<file path="config.mk">
export PLATFORM = sky130hd
export DESIGN_NAME = uart_xmit
export DESIGN_NICKNAME = d
export VERILOG_FILES = /design/src/rtl/uart_xmit.sv
export SDC_FILE = /design/constraint.sdc
export NUM_CORES = 1
export LEC_CHECK = 0
export CAP_MARGIN = 10
export CORE_MARGIN = 2
export CORE_UTILIZATION = 30
export CTS_CLUSTER_SIZE = 30
export DETAILED_ROUTE_END_ITERATION = 8
export HOLD_SLACK_MARGIN = 0.12
export PLACE_DENSITY = 0.44
export REMOVE_ABC_BUFFERS = 1
export SYNTH_ARGS = -nofsm -noshare
export SYNTH_HDL_FRONTEND = slang
export SYNTH_SLANG_ARGS = --single-unit
</file>
<file path="constraint.sdc">
create_clock -name clk -period 2.5 [get_ports clk]
set_input_delay 0.375 -clock clk [delete_from_list [all_inputs] [get_ports clk]]
set_output_delay 0.375 -clock clk [all_outputs]
set_load 0.005 [all_outputs]
</file>
<file path="src/rtl/uart_xmit.sv">
// UART transmitter: 8N1 frames, BAUD_DIV clocks per bit, with a one-entry
// holding register so a queued byte follows the current frame with no idle gap.
module uart_xmit #(
    parameter int unsigned BAUD_DIV = 2604
) (
    input  logic       clk,
    input  logic       rst,
    input  logic [7:0] tx_data,
    input  logic       trmt,
    input  logic       clr_tx_done,
    output logic       TX,
    output logic       tx_busy,
    output logic       tx_full,
    output logic       tx_done
);

    localparam logic [11:0] BAUD_MAX = 12'(BAUD_DIV - 1);

    typedef enum logic {IDLE, XMIT} state_t;

    state_t      state, next_state;
    logic [9:0]  shift;
    logic [11:0] baud_cnt;
    logic [3:0]  bit_cnt;
    logic [7:0]  hold;
    logic        full;
    logic        done;

    logic        bit_wrap;
    logic        frame_end;
    logic        load;
    logic [7:0]  load_data;
    logic        capture;

    always_ff @(posedge clk) begin
        if (rst) state <= IDLE;
        else     state <= next_state;
    end

    // A frame end either chains straight into the queued byte, accepts a
    // same-cycle request as a fresh start, or drops back to IDLE.
    always_comb begin
        next_state = state;
        load       = 1'b0;
        load_data  = tx_data;
        bit_wrap   = (state == XMIT) && (baud_cnt == BAUD_MAX);
        frame_end  = bit_wrap && (bit_cnt == 4'd9);
        case (state)
            IDLE: begin
                if (trmt) begin
                    load       = 1'b1;
                    next_state = XMIT;
                end
            end
            XMIT: begin
                if (frame_end) begin
                    if (full) begin
                        load      = 1'b1;
                        load_data = hold;
                    end else if (trmt) begin
                        load = 1'b1;
                    end else begin
                        next_state = IDLE;
                    end
                end
            end
            default: next_state = IDLE;
        endcase
        capture = (state == XMIT) && trmt && !full && !frame_end;
    end

    always_ff @(posedge clk) begin
        if (rst) begin
            shift    <= '1;
            baud_cnt <= '0;
            bit_cnt  <= '0;
            hold     <= '0;
            full     <= 1'b0;
            done     <= 1'b0;
        end else begin
            if (load) begin
                shift    <= {1'b1, load_data, 1'b0};
                baud_cnt <= '0;
                bit_cnt  <= '0;
            end else if (bit_wrap) begin
                shift    <= {1'b1, shift[9:1]};
                baud_cnt <= '0;
                bit_cnt  <= frame_end ? 4'd0 : bit_cnt + 4'd1;
            end else if (state == XMIT) begin
                baud_cnt <= baud_cnt + 12'd1;
            end

            if (load && full) begin
                full <= 1'b0;
            end else if (capture) begin
                hold <= tx_data;
                full <= 1'b1;
            end

            if (frame_end)        done <= 1'b1;
            else if (clr_tx_done) done <= 1'b0;
        end
    end

    assign TX      = shift[0];
    assign tx_busy = (state == XMIT);
    assign tx_full = full;
    assign tx_done = done;

endmodule

</file>
[After elaboration in Yosys (flattened, before gate mapping)]
Index checks and enable logic that the tools add are counted.
Word-level totals
  bits in registers: 36
  bits in latches: 0
  bits in writable memories: 0
  memory bits (read-only): 0
  bits of input ports: 12
  output and inout bits: 4
  word-level logic and storage cells: 41
  memories: 0
Operators by class
  add/subtract/negate cells: 2
  $mul: 0
  divide/modulo/power cells: 0
  $lt $le $gt $ge: 0
  eq/ne operators: 2
  shift operators: 0
  mux-type cells: 14
  bitwise logic cells: 2
  reduce and logical (&&, ||, !) cells: 14
Operators by type and width (count)
  two-way mux 8 bit: 3
  two-way mux 9 bit: 2
  adder 12 x 1 -> 12 bit, second input constant: 1
  == test 12 bit, second input constant: 1
  logical AND 1 bit: 6
  two-way mux 1 bit: 6
  adder 4 x 1 -> 4 bit, second input constant: 1
  == test 4 bit, second input constant: 1
  two-way mux 4 bit: 1
  case mux 1 bit (2 select lines): 2
  nonzero test 2 bit: 2
  OR reduction 2 bit: 2
  OR reduction 3 bit: 1
  logical NOT 1 bit: 2
  NOT 1 bit: 2
  AND reduction 2 bit: 1

[Longest topological paths before layout]
  depth in word-level cells: 8
  mapped depth: 7

[Worst setup path before layout]
No wires, ideal clock.
  path type: reg-to-reg
  start: reg baud_cnt[0]
  end: reg shift[8]
  library setup time: 0.115 ns
  arrival: 1.674 ns
  required time: 2.385 ns
  path slack: 0.711 ns
  stages on the path, launching flop included: 7
  path buffers: 1
  period minus slack after synthesis: 1.789 ns
  path through: dfxtp_1 > ha_1 > and4_1 > buf_2 > nand3_4 > or4_1 > a31o_1
Between the ends
  longest elaborated chain between the ends: 6
  elaborated cells between the ends (all ways): 9
  those cells by class: 1 x eq/ne; 5 x mux; 3 x reduce/logical
RTL lines
  start: declaration: RTL line 23  | logic [11:0] baud_cnt;
  start signal: assignment: RTL line 90  | baud_cnt <= baud_cnt + 12'd1;
  == test 12 bit (*): RTL line 46  | bit_wrap = (state == XMIT) && (baud_cnt == BAUD_MAX);
  logical AND 1 bit (*): RTL line 46
  logical AND 1 bit: RTL line 47  | frame_end = bit_wrap && (bit_cnt == 4'd9);
  two-way mux 1 bit / two-way mux 8 bit (equally long branches): RTL line 56  | if (frame_end) begin
  case mux 1 bit (2 select lines) / two-way mux 8 bit (equally long branches): RTL line 48  | case (state)
  two-way mux 9 bit / nonzero test 2 bit (equally long branches)
  end signal: assignment: RTL line 82  | shift <= {1'b1, load_data, 1'b0};
  end signal: assignment: RTL line 86  | shift <= {1'b1, shift[9:1]};
  end: declaration: RTL line 22  | logic [9:0] shift;
Every way passes the cells marked *; elsewhere a longest branch is shown, timed or not.
A chain may end at the register's enable or synchronous reset.

[Worst setup path in the final report]
Same ends and word-level chain as after synthesis.

==> flow_summary_export.csv <==
group,metric,value,unit
run_status,status,"finished clean",
timing,slew_headroom,59.5,%
critical_path,crit_type,"flip-flop to flip-flop",
logic_synthesis,synth_edf_count,0,
logic_synthesis,yosysTopAreaCellShare,38.7,%
logic_synthesis,yosys.area.top_type,"dfxtp_1",
drt,wirelength,4570,µm
drt,drc,0,
critical_path,r2r-end,"shift[8]",
final_layout,final_area,2210,µm²
clocking,cts_tree,"done",
global_route,grt_pass1_wl,7630,µm
critical_path,r2r_start,"baud_cnt[0]",
clocking,clock-sinks,36,
drt,ant_nets,0,
place,routabilityCongestion,0.770,
critical_path,path_max_fanout,10,
worst_hold_path,hp-class,"flip-flop to flip-flop",
global_route,grt_pass1_vias,1487,
clocking,ctsHoldBuffers,0,
critical_path,r2r_cells,5,
critical_path,start_kind,"flip-flop",
timing,rsz0062_at_grt,"false",
critical_path,end_kind,"flip-flop",
clocking,clkSlewWorstSetupHoldPaths,0.08,ns
global_route,antenna_found_initial,0,
clocking,cts_setup_buffers,0,
logic_synthesis,ys_types,43,
floorplanning,start_util,31.3,%
floorplanning,ioPinCount,16,
logic_synthesis,synth_ff_type,"dfxtp_1",
final_layout,nets,250,
timing,fmax,506,MHz
logic_synthesis,synth_area,1860,µm²
final_layout,antenna_cells,0,
clocking,cts-root-buf,"clkbuf_8",
power,power_density,561,nW/µm²
logic_synthesis,postSynthAreaPerCell,8.44,µm²
clocking,cts_resized,0,
final_layout,multi_input_area,1020,µm²
timing,finalSetupTns,0,ns
global_route,grt_max_degree,21,
power,p_leak,0.000755,µW
logic_synthesis,synth_warnings,0,
critical_path,cp_data_arrival_time,2.16,ns
timing,finalSetupViolCount,0,
drt,drtIter0Drc,103,
clocking,clk_path_buf_depth,2,
power,irDropWorstVdd,0.264,mV
drt,wl_per_cell,14.7,µm
logic_synthesis,synth_cells,221,
drt,avgViaCountPerCell,5.26,
timing,worst_clock_skew,0.00642,ns
worst_hold_path,worstHoldStart,"hold[3]",
worst_hold_path,whs_endpoint,"hold[3]",
logic_synthesis,ys_async_sr_fraction,0,%
place,hpwlAfterDp,3140,µm
worst_hold_path,min_path_cells,2,
clocking,ctsHtreeMaxLevel,2,
logic_synthesis,synthTopCellsByArea,"dfxtp_1 (39%), a21oi_1 (5.6%), nor2_1 (4.4%), a32oi_1 (3.8%), a41o_1 (3.2%)",
drt,dr_total_vias,1635,
floorplanning,core.rowCount,28,
clocking,clock_latency,0.29,ns
drt,drtPass1Iterations,4,
timing,final.min_clock_period,1.98,ns
clocking,cts-buffers-inserted,5,
final_layout,syn_to_final_growth,18.5,%
place,placed_area,2100,µm²
final_layout,regArea,721,µm²
floorplanning,core_area,5960,µm²
critical_path,cp.required,2.69,ns
final_layout,drive_above_1_share,9.75,%
place,io_buffers,15,
floorplanning,die_area,6860,µm²
flow_run,drv_cap,0,
critical_path,reg2reg_slack,0.52,ns
logic_synthesis,ys_seq_elements,36,
timing,hold_viol_final,0,
final_layout,fillCellCount,630,
timing,worst_pin_slew,0.605,ns
logic_synthesis,seq_area_frac_synth,38.7,%
timing,finalMaxSlewViolations,0,
global_route,grt.total_usage,13.6,%
floorplanning,fp.dieH,82.8,µm
timing,period_share,79.0,%
global_route,grt.overflow.total,0,
floorplanning,die_x,82.8,µm
metrics by stage:
step	util [%]	power, µW	hold slack, ns	std cells	worst slack, ns
3_5_place_dp	35.3	743	0.469	303	0.471
4_1_cts	37.1	1250	0.480	311	0.497
5_1_grt	37.1	1300	0.503	311	0.336
6_report	37.1	1240	0.481	311	0.525
2_1_floorplan	-	679	0.442	203	0.242
3_3_place_gp	35.3	744	0.463	303	0.458
how the worst max path moves through the flow:
stage | start | end | slack [ns] | depth (start not counted)
after floorplan | tx_busy | shift[0] | 0.24 | 4
after global placement | trmt | hold[0] | 0.46 | 5
after detailed placement | trmt | hold[1] | 0.47 | 5
after CTS | baud_cnt[0] | baud_cnt[0] | 0.50 | 6
after global routing | baud_cnt[0] | baud_cnt[1] | 0.34 | 6
final | baud_cnt[0] | shift[8] | 0.52 | 5
area by class of cell:
| type | count | share of cell area [%] |
|---|---|---|
| flip-flops and latches | 36 | 32.6 |
| multi-input cells | 156 | 46.2 |
| clock inverters | 2 | 1.59 |
| inverters | 11 | 1.87 |
| clock buffers | 6 | 3.28 |
| repair buffers | 25 | 10.2 |
| well taps | 75 | 4.25 |
flip-flops by register name, indices dropped and copies added, names as in the netlist:
register / flops
shift: 9
hold: 8
baud_cnt: 12
tx_done: 1
tx_busy: 1
tx_full: 1
bit_cnt: 4
worst max-delay path, stage by stage (launching register included):
cell	delay (ns)
dfxtp_1	0.39
ha_1	0.21
and4_1	0.38
nand3_4	0.16
or4_1	0.52
a31o_1	0.21
kinds of logic after synthesis:
logic type,after synthesis,share of synthesized area [%]
XOR/XNOR,11,5.17
AO/OA/AOI/OAI,63,22.3
multiplexers,2,1.14
AND/OR/NAND/NOR,77,24.2
adder cells (fa/ha/maj),3,2.01
buffers and inverters,29,6.58
flip-flops,36,38.7
Yosys cell counts (2+ instances only):
cell	count
o21ai_0	10
a41o_1	6
ha_1	3
nor4_1	2
nand3b_1	2
a22oi_1	6
xnor2_1	5
nand2b_1	2
or3_1	3
nand2_1	12
and4_1	2
nand4_1	7
nand3_1	11
nor2_1	22
dfxtp_1	36
clkbuf_1	12
a32oi_1	8
o22ai_1	7
buf_2	2
or4_1	2
buf_1	2
and2_1	3
nor4b_4	2
a21oi_1	21
inv_1	10
xor2_1	6
power by group:
group          internal (µW)  switching [µW]  total, µW
registers                592            11.9        604
logic                   58.7            66.9        126
clock network            296             213        509
layout by cell type, fill, tap and decap left out, drive strengths merged, types with 2 or more instances in the layout:
cell / count
o21ai: 10
or3: 3
nand3b: 2
nor4b: 2
or4: 2
dfxtp: 36
nand2: 12
a32oi: 8
nor2: 22
nor4: 2
clkdlybuf4s50: 15
buf: 10
xor2: 6
a41o: 6
nand4: 8
ha: 3
a21oi: 21
and2: 3
xnor2: 5
clkbuf: 6
inv: 10
nand3: 12
o22ai: 7
and4: 2
clkinv: 2
nand2b: 2
a22oi: 6
per-layer routing:
layer	track usage, %	part of all wire (%)	vias to the layer above
met5	0	0	-
met4	4.02	1.2	0
met3	3.18	3.3	5
met2	18.0	40	31
met1	21.3	56	764
li1	-	-	835
No activity file was read; power rests on OpenSTA's default activity.
